`config.mk`:
```
export PLATFORM = sky130hd
export DESIGN_NAME = sysid_regfile_flat
export DESIGN_NICKNAME = d
export VERILOG_FILES = /design/src/rtl/sysid_pkg.sv /design/src/rtl/sysid_regfile_if.sv /design/src/rtl/sysid_uptime_counter.sv /design/src/rtl/sysid_regfile.sv /design/src/flat_wrapper.sv
export SDC_FILE = /design/constraint.sdc
export NUM_CORES = 1
export LEC_CHECK = 0
export CAP_MARGIN = 20
export CORE_MARGIN = 2
export CORE_UTILIZATION = 55
export DETAILED_ROUTE_END_ITERATION = 8
export DONT_BUFFER_PORTS = 1
export PLACE_DENSITY_LB_ADDON = 0.08
export SETUP_SLACK_MARGIN = 0.5
export SLEW_MARGIN = 25
export SYNTH_ARGS = -nofsm -noshare
export SYNTH_HDL_FRONTEND = slang
export SYNTH_SLANG_ARGS = --single-unit
```
`constraint.sdc`:
```
create_clock -name clock -period 2.5 [get_ports clock]
set_input_delay 0.5 -clock clock [delete_from_list [all_inputs] [get_ports clock]]
set_output_delay 0.5 -clock clock [all_outputs]
set_load 0.05 [all_outputs]
```
`src/rtl/sysid_pkg.sv`:
```
// System-ID slave shared definitions.
// Register offsets, CTRL bit positions and bus widths.
package sysid_pkg;

  localparam int DATA_W = 32;
  localparam int ADDR_W = 3;

  localparam logic [ADDR_W-1:0] ADDR_ID      = 3'd0;
  localparam logic [ADDR_W-1:0] ADDR_TS      = 3'd1;
  localparam logic [ADDR_W-1:0] ADDR_UP_LO   = 3'd2;
  localparam logic [ADDR_W-1:0] ADDR_UP_HI   = 3'd3;
  localparam logic [ADDR_W-1:0] ADDR_SCRATCH = 3'd4;
  localparam logic [ADDR_W-1:0] ADDR_CONFIG  = 3'd5;
  localparam logic [ADDR_W-1:0] ADDR_CTRL    = 3'd6;

  localparam int CTRL_EN  = 0;
  localparam int CTRL_CLR = 1;

endpackage

```
`src/rtl/sysid_regfile_if.sv`:
```
// Avalon-MM slave bus bundle for the system-ID block.
// No waitrequest: the slave accepts every cycle.
interface sysid_regfile_if;
  import sysid_pkg::*;

  logic [ADDR_W-1:0] address;
  logic              read;
  logic              write;
  logic [DATA_W-1:0] writedata;
  logic [DATA_W-1:0] readdata;
  logic              readdatavalid;

  modport master (
    output address, read, write, writedata,
    input  readdata, readdatavalid
  );

  modport slave (
    input  address, read, write, writedata,
    output readdata, readdatavalid
  );
endinterface

```
`src/rtl/sysid_uptime_counter.sv`:
```
// Prescaled 64-bit uptime counter.
// Clear has priority over a tick; enable=0 freezes both counters.
module sysid_uptime_counter #(
  parameter int PRESCALE = 50
) (
  input  logic        clock,
  input  logic        reset_n,
  input  logic        enable,
  input  logic        clear,
  output logic [63:0] count
);

  localparam logic [15:0] PS_MAX = 16'(PRESCALE - 1);

  logic [15:0] prescaler;
  logic [63:0] uptime;
  logic        tick;

  assign tick  = (prescaler == PS_MAX);
  assign count = uptime;

  always_ff @(posedge clock or negedge reset_n) begin
    if (!reset_n) begin
      prescaler <= '0;
      uptime    <= '0;
    end else if (clear) begin
      prescaler <= '0;
      uptime    <= '0;
    end else if (enable) begin
      if (tick) begin
        prescaler <= '0;
        uptime    <= uptime + 64'd1;
      end else begin
        prescaler <= prescaler + 16'd1;
      end
    end
  end

endmodule

```
`src/rtl/sysid_regfile.sv`:
```
// System-ID / uptime register file on Avalon-MM.
// Read data is muxed at the strobe, then delayed READ_LATENCY cycles.
module sysid_regfile
  import sysid_pkg::*;
#(
  parameter logic [31:0] SYSTEM_ID    = 32'h0000_0000,
  parameter logic [31:0] TIMESTAMP    = 32'h0000_0000,
  parameter logic [7:0]  VERSION      = 8'd2,
  parameter int          READ_LATENCY = 1,
  parameter int          PRESCALE     = 50
) (
  input logic             clock,
  input logic             reset_n,
  sysid_regfile_if.slave  bus
);

  localparam logic [31:0] CFG_WORD =
    {VERSION, 8'(READ_LATENCY), 16'(PRESCALE)};

  logic              enable;
  logic              wr_ctrl;
  logic              clear;
  logic [63:0]       uptime;
  logic [DATA_W-1:0] scratch;
  logic [DATA_W-1:0] snapshot;
  logic [DATA_W-1:0] rdata;

  logic [READ_LATENCY-1:0] vld_q;
  logic [DATA_W-1:0]       dat_q [READ_LATENCY];

  assign wr_ctrl = bus.write && (bus.address == ADDR_CTRL);
  assign clear   = wr_ctrl && bus.writedata[CTRL_CLR];

  sysid_uptime_counter #(
    .PRESCALE (PRESCALE)
  ) u_cnt (
    .clock   (clock),
    .reset_n (reset_n),
    .enable  (enable),
    .clear   (clear),
    .count   (uptime)
  );

  always_comb begin
    rdata = '0;
    case (bus.address)
      ADDR_ID:      rdata = SYSTEM_ID;
      ADDR_TS:      rdata = TIMESTAMP;
      ADDR_UP_LO:   rdata = uptime[31:0];
      ADDR_UP_HI:   rdata = snapshot;
      ADDR_SCRATCH: rdata = scratch;
      ADDR_CONFIG:  rdata = CFG_WORD;
      ADDR_CTRL:    rdata = {31'b0, enable};
      default:      rdata = '0;
    endcase
  end

  always_ff @(posedge clock or negedge reset_n) begin
    if (!reset_n) begin
      scratch  <= '0;
      snapshot <= '0;
      enable   <= 1'b1;
    end else begin
      if (bus.write && bus.address == ADDR_SCRATCH)
        scratch <= bus.writedata;
      if (wr_ctrl)
        enable <= bus.writedata[CTRL_EN];
      // Latch the high word with the same value the low word is read from
      if (bus.read && bus.address == ADDR_UP_LO)
        snapshot <= uptime[63:32];
    end
  end

  always_ff @(posedge clock or negedge reset_n) begin
    if (!reset_n) begin
      vld_q <= '0;
      for (int i = 0; i < READ_LATENCY; i++)
        dat_q[i] <= '0;
    end else begin
      vld_q[0] <= bus.read;
      if (bus.read)
        dat_q[0] <= rdata;
      // Data only moves with a valid beat so the output holds between reads
      for (int i = 1; i < READ_LATENCY; i++) begin
        vld_q[i] <= vld_q[i-1];
        if (vld_q[i-1])
          dat_q[i] <= dat_q[i-1];
      end
    end
  end

  assign bus.readdata      = dat_q[READ_LATENCY-1];
  assign bus.readdatavalid = vld_q[READ_LATENCY-1];

endmodule
```
`src/flat_wrapper.sv`:
```
// flat-port wrapper written by rule: the top's interface ports become plain ports
module sysid_regfile_flat import sysid_pkg::*;
#(
  parameter logic [31:0] SYSTEM_ID    = 32'h0000_0000,
  parameter logic [31:0] TIMESTAMP    = 32'h0000_0000,
  parameter logic [7:0]  VERSION      = 8'd2,
  parameter int          READ_LATENCY = 1,
  parameter int          PRESCALE     = 50
)
  (clock, reset_n, bus_address, bus_read, bus_write, bus_writedata, bus_readdata, bus_readdatavalid);
  sysid_regfile_if bus_i ();
  input logic clock;
  input logic reset_n;
  input wire logic [$bits(bus_i.address)-1:0] bus_address;
  input wire logic [$bits(bus_i.read)-1:0] bus_read;
  input wire logic [$bits(bus_i.write)-1:0] bus_write;
  input wire logic [$bits(bus_i.writedata)-1:0] bus_writedata;
  output wire logic [$bits(bus_i.readdata)-1:0] bus_readdata;
  output wire logic [$bits(bus_i.readdatavalid)-1:0] bus_readdatavalid;
  assign bus_i.address = bus_address;
  assign bus_i.read = bus_read;
  assign bus_i.write = bus_write;
  assign bus_i.writedata = bus_writedata;
  assign bus_readdata = bus_i.readdata;
  assign bus_readdatavalid = bus_i.readdatavalid;
  sysid_regfile #(.SYSTEM_ID(SYSTEM_ID), .TIMESTAMP(TIMESTAMP), .VERSION(VERSION), .READ_LATENCY(READ_LATENCY), .PRESCALE(PRESCALE)) u_core (.clock(clock), .reset_n(reset_n), .bus(bus_i));
endmodule
```
# Word-level counts from Yosys, hierarchy flattened
# Cells that the tools add are included.
# Widths: inputs -> output; s select.
word_totals:
  elab_cells: 29
  ram_bits: 0
  output_inout_bits: 33
  mem_count: 0
  register_bits: 178
  in_bits: 39
  latchBits: 0
  mem_bits_ro: 0
classes:
  shift: 0
  n_mux: 7
  n_bitwise: 0
  n_reduce_logical: 7
  eq_ne: 6
  n_lt_le_gt_ge: 0
  n_mul: 0
  n_addsub: 2
  div: 0
ops:
  columns: ["op", "n"]
  rows:
  - ["$mux 64", 3]
  - ["$pmux 32 s5", 1]
  - ["$add 64x1->64 const B", 1]
  - ["$mux 16", 3]
  - ["$add 16x1->16 const B", 1]
  - ["$eq 16x6->1 const B", 1]
  - ["$eq 3x3->1 const B", 3]
  - ["$eq 3x2->1 const B", 2]
  - ["$logic_and 1x1->1", 4]
  - ["$reduce_bool 2->1", 2]
  - ["$reduce_and 2->1", 1]

# Logic depth before layout (Yosys ltp)
depth:
  ltp_word: 5
  ltp_mapped: 10
  ltp_nobuf: 7

# Cells and area by module
# Synthesis repeated with hierarchy kept, for this count alone.
hier_totals:
  cells_unflattened: 854
  area_unflattened_um2: 9103.7
modules_own_cells:
  columns: ["mod", "seq_area_each_um2", "instances", "area_per_inst_um2", "cells_per_inst"]
  rows:
  - ["sysid_uptime_counter", 2001.9, 1, 4610.7, 519]
  - ["sysid_regfile", 2453.6, 1, 4493.1, 335]

# Least setup slack after synthesis
# No wires, ideal clock.
synth_path:
  path_type: "input to register"
  start: "input port bus_address[2]"
  end: "register u_core.u_cnt.uptime[55] (netlist: u_core.u_cnt.count[55])"
  path_stages: 8
  required_ns: 2.364
  path_buffers: 3
  setup_time_ns: 0.136
  arrival_ns: 2.247
  slack_ns: 0.117
  path_cell_list: "clkbuf_1 > and4b_1 > and2_0 > o211ai_1 > clkbuf_1 > buf_2 > o41ai_1 > a21oi_1"
synth_between:
  elab_chain_len: 5
  word_cells_on_any_way: 7
  cone_classes: "1 x eq/ne; 1 x mux; 5 x reduce/logical"
synth_lines:
  columns: ["element", "line", "source"]
  rows:
  - ["start, declared", "flat_wrapper.sv:14", "input wire logic [$bits(bus_i.address)-1:0] bus_address;"]
  - ["$eq 3x3->1 (*)", "sysid_regfile.sv:31", "assign wr_ctrl = bus.write && (bus.address == ADDR_CTRL);"]
  - ["$logic_and 1x1->1 (*)", "sysid_regfile.sv:31", null]
  - ["$logic_and 1x1->1 (*)", "sysid_regfile.sv:32", "assign clear = wr_ctrl && bus.writedata[CTRL_CLR];"]
  - ["$reduce_bool 2->1 (no source line)", null, null]
  - ["$reduce_and 2->1 (no source line)", null, null]
  - ["end signal, assigned", "sysid_uptime_counter.sv:32", "uptime <= uptime + 64'd1;"]
  - ["end, declared", "sysid_uptime_counter.sv:16", "logic [63:0] uptime;"]
# Mark *: on every way between the ends. The rest lies on a longest branch, timed or not.
# A chain may end at the register's enable or synchronous reset.

# Worst setup path after layout
layout_path:
  start: "register u_core.u_cnt.uptime[25] (netlist: u_core.u_cnt.count[25])"
  end: "register u_core.u_cnt.uptime[53] (netlist: u_core.u_cnt.count[53])"
layout_between:
  elab_chain_len: 4
layout_lines:
  columns: ["element", "line", "source"]
  rows:
  - ["$add 64x1->64", "sysid_uptime_counter.sv:32", null]
  - ["$mux 64", "sysid_uptime_counter.sv:30", "if (tick) begin"]
  - ["$mux 64", "sysid_uptime_counter.sv:29", "end else if (enable) begin"]
  - ["$mux 64", "sysid_uptime_counter.sv:26", "end else if (clear) begin"]
# No other way between the ends. The select of a mux whose other input is x is not followed.

==> metrics <==
Ys Warns 0; total vias in the final route around 7500; Synth Area in Simple Gates 0.175; CTS H-Tree Depth 4; leak pwr about 4.6 nW; outcome finished, violations left; IO Pins roughly 70; clk buf depth 2; Slew Viols, Final 0; Hold WS -0.236 ns; DRT Pass-1 Iters 5; Max FO, Critical Path 9; total CTS buffers 17; # nets final about 980; post-route non-filler standard cell count roughly 1200; Critical-path top delay cell nor3_1; initial core utilization 0.558; clock tree from TritonCTS done; Required @ worst endpoint roughly 2.9 ns; Setup crit start kind flip-flop; measured slew at the worst slew-check pin a little over 0.7 ns; standard-cell rows 46; RSZ-0062 raised after global routing true; GPL Wtd Cong just under 0.9; Total GRT Usage 0.299; failing checks hold timing; FFs w/ async S/R, synth 1.00; DRT iter0 DRCs 825; Tcrit/Tclk final 0.919; DP HPWL roughly 15 mm; Top Family by Delay on Critical Path simple AND/OR/NAND/NOR gates; Max VDD drop approximately 0.52 mV; Layout area overhead 27.6%; Worst Path Arrival roughly 2.7 ns; DIE WIDTH between 100 and 150 um; power per cell area approximately 640 nW/um^2; final worst slack roughly 0.20 ns; Setup WS pre-CTS between 0.003 and 0.004 ns; Worst setup EP type flip-flop; main combinational cell family by area after synthesis simple AND/OR/NAND/NOR gates; sequential-to-total area share from yosys stat 0.508; die area 17000 sq um; Mapped Cells 856; Syn Area/Cell 10.2 sq um; Slew headroom 0.521; Setup TNS Final 0 ns; Setup CP Type flip-flop to flip-flop; root buffer selected by CTS clkbuf_16; Main synth FF type dfrtp_1; drt wl/cell about 22 um; Yosys reg bits 178; Hold WC Path Type input pin to async pin; Yosys cell types ~60; post-synth net total about 900; Adder-Cell Fraction of Synth Area 0.00428; Post-Synth XOR/XNOR Area 0.0260; initial antenna violation count 0; number of enable flip-flop cells after synthesis 0; Reg clk slew, reported paths around 0.070 ns; Tmin final between 2 and 2.5 ns; post-synthesis compound-gate area fraction 0.131; Final setup viols 0; Cell Chain, Critical Path nand3_2, nor3_1, nand2_2, buf_4, or4_4, a21oi_2; Critical path buffers and inverters 1; TritonCTS Sinks 178; vias per cell ~6.4; final hold vios 178; mux share of post-synthesis cell area 0.120; Die Ht about 130 um; CORE AREA between 15000 and 20000 sq um; Max Clock Skew around 0.012 ns; Routed Antenna Nets 0; total gr overflow 0; drt drc 0; # diodes 0; Cell Area, Synth between 8000 and 9000 sq um; Skew-Pair Late Insertion Delay about 0.43 ns; CP max stage delay 0.52 ns; Highest Clock Rate ~0.44 GHz; share of layout cells above drive strength 1 0.340; Placed Cells about 1100; number of I/O port buffers 0; first-pass GRT wire length 39.5 mm; Routed WL around 25 mm; vias in the first global route approximately 7400; MaxCap Viol Count 0; largest net degree at the start of global routing about 180
-- registers in the layout (all words and copies together) (netlist names) --
name	cells
u_core.enable	1
u_core.bus.readdata	32
u_core.bus.readdatavalid	1
u_core.snapshot	32
u_core.u_cnt.prescaler	16
u_core.u_cnt.count	64
u_core.scratch	32
-- per-layer routing --
| metal | up-vias | GRT usage | routed length [um] |
|---|---|---|---|
| met5 | - | 0 | 0 |
| met4 | 0 | 0.0955 | 731 |
| met1 | 3726 | 0.417 | 10800 |
| li1 | 3323 | - | - |
| met3 | 77 | 0.0574 | 2000 |
| met2 | 384 | 0.477 | 11800 |
-- report_power, final --
part / total (mW) / leakage, nW / internal [mW] / switching [mW]
logic: 0.995 / 1.92 / 0.554 / 0.441
clock network: 2.72 / 0.287 / 1.54 / 1.18
registers: 3.50 / 2.35 / 3.15 / 0.356
total: 7.22 / 4.55 / 5.24 / 1.98
-- repair_timing --
| action | in CTS | in global routing |
|---|---|---|
| endpoints found under the hold margin | 178 | 178 |
| gates resized for setup | 99 | 65 |
| gates cloned | 4 | 2 |
| setup endpoints to repair | 61 | 67 |
| pin swaps | 64 | 30 |
| buffers inserted | 50 | 12 |
-- worst register-to-register path: stages, from the launching register on --
cell and delay [ns]:
dfrtp_1 0.44, nand3_2 0.27, nor3_1 0.52, nand2_2 0.13, buf_4 0.20, or4_4 0.52, a21oi_2 0.14
-- cell families (layout without fill, tap and decap cells) --
kind of cell    after synthesis  count (layout)
simple gates                280             280
compound gates              189             189
flops                       178             178
mux                          97              97
buf+inv                      83             176
xor+xnor                     26              26
fa+ha+maj                     3               3
-- cells in the mapped netlist (5+ instances only) --
cell type,number,area (sq um)
dfrtp_1,177,4430
a21oi_1,74,370
nor2_1,68,255
mux2_2,64,721
nand2_1,40,150
inv_1,36,135
clkbuf_1,35,131
mux2i_1,33,330
o21ai_0,32,160
nand3_1,31,155
nand4_1,29,181
o22ai_1,28,175
or3_1,22,138
xnor2_1,17,149
o31ai_1,16,120
or4_1,15,113
and3_1,11,68.8
nor3_1,10,50.1
nor4_1,10,62.6
a2111oi_0,9,78.8
xor2_1,9,78.8
buf_1,8,30.0
o21a_1,7,52.6
a31oi_1,6,37.5
and2_1,6,37.5
and4_1,6,52.6
nor4b_1,6,52.6
o221ai_1,5,43.8
-- final timing paths --
path / slack, ns / cells after the start / start / endpoint
worst max-delay path: 0.20 / 6 / u_core.u_cnt.count[25] / u_core.u_cnt.count[53]
worst min-delay path: -0.24 / 0 / reset_n / u_core.bus.readdata[0]
worst max register to register: 0.20 / 6 / u_core.u_cnt.count[25] / u_core.u_cnt.count[53]
worst min register to register: 0.51 / 1 / u_core.snapshot[18] / u_core.snapshot[18]
max in group asynchronous: 2.50 / 0 / reset_n / u_core.u_cnt.count[32]
min in group clock: 0.10 / 0 / bus_read / u_core.bus.readdatavalid
-- layout by cell type, fill, tap and decap left out, types with 5 or more instances in the layout --
master     instances
a21oi_1           58
or3_4              8
nand3_2            7
or4_4              5
nand2_1           37
a2111oi_4          9
dfrtp_2           14
and3_1            10
xnor2_1           17
nor3_1             6
o31ai_1            9
nor2_1            65
mux2_2            64
buf_6             20
nand4_1           29
and2_1             6
nand3_1           25
o221ai_1           5
mux2i_1           33
clkbuf_16         18
o21a_1             7
o22ai_1           27
or3_1             16
xor2_1             9
and4_1             5
buf_4             77
a31oi_1            6
a21oi_2           16
or4_1             12
o21ai_2            5
inv_1             35
dfrtp_1          163
o21ai_0           21
-- stage by stage --
stage	instance area (sq um)	power (mW)	util	hold WS, ns
final	11200	7.22	0.713	-0.236
after CTS	10800	7.08	0.688	-0.246
after global placement	9270	4.16	0.590	0.208
after global routing	11200	7.49	0.713	-0.254
after detailed placement	9270	4.20	0.590	0.208
after floorplan	8880	4.00	-	0.204
-- final cells by class --
cell class	instances	area (sq um)
clock buffers	19	453
clock inverters	13	149
flip-flops and latches	178	4470
repair buffers	108	1030
well taps	216	270
fillers	1076	4520
inverters	36	135
multi-input cells	595	4680
No activity file was read; power rests on OpenSTA's default activity.
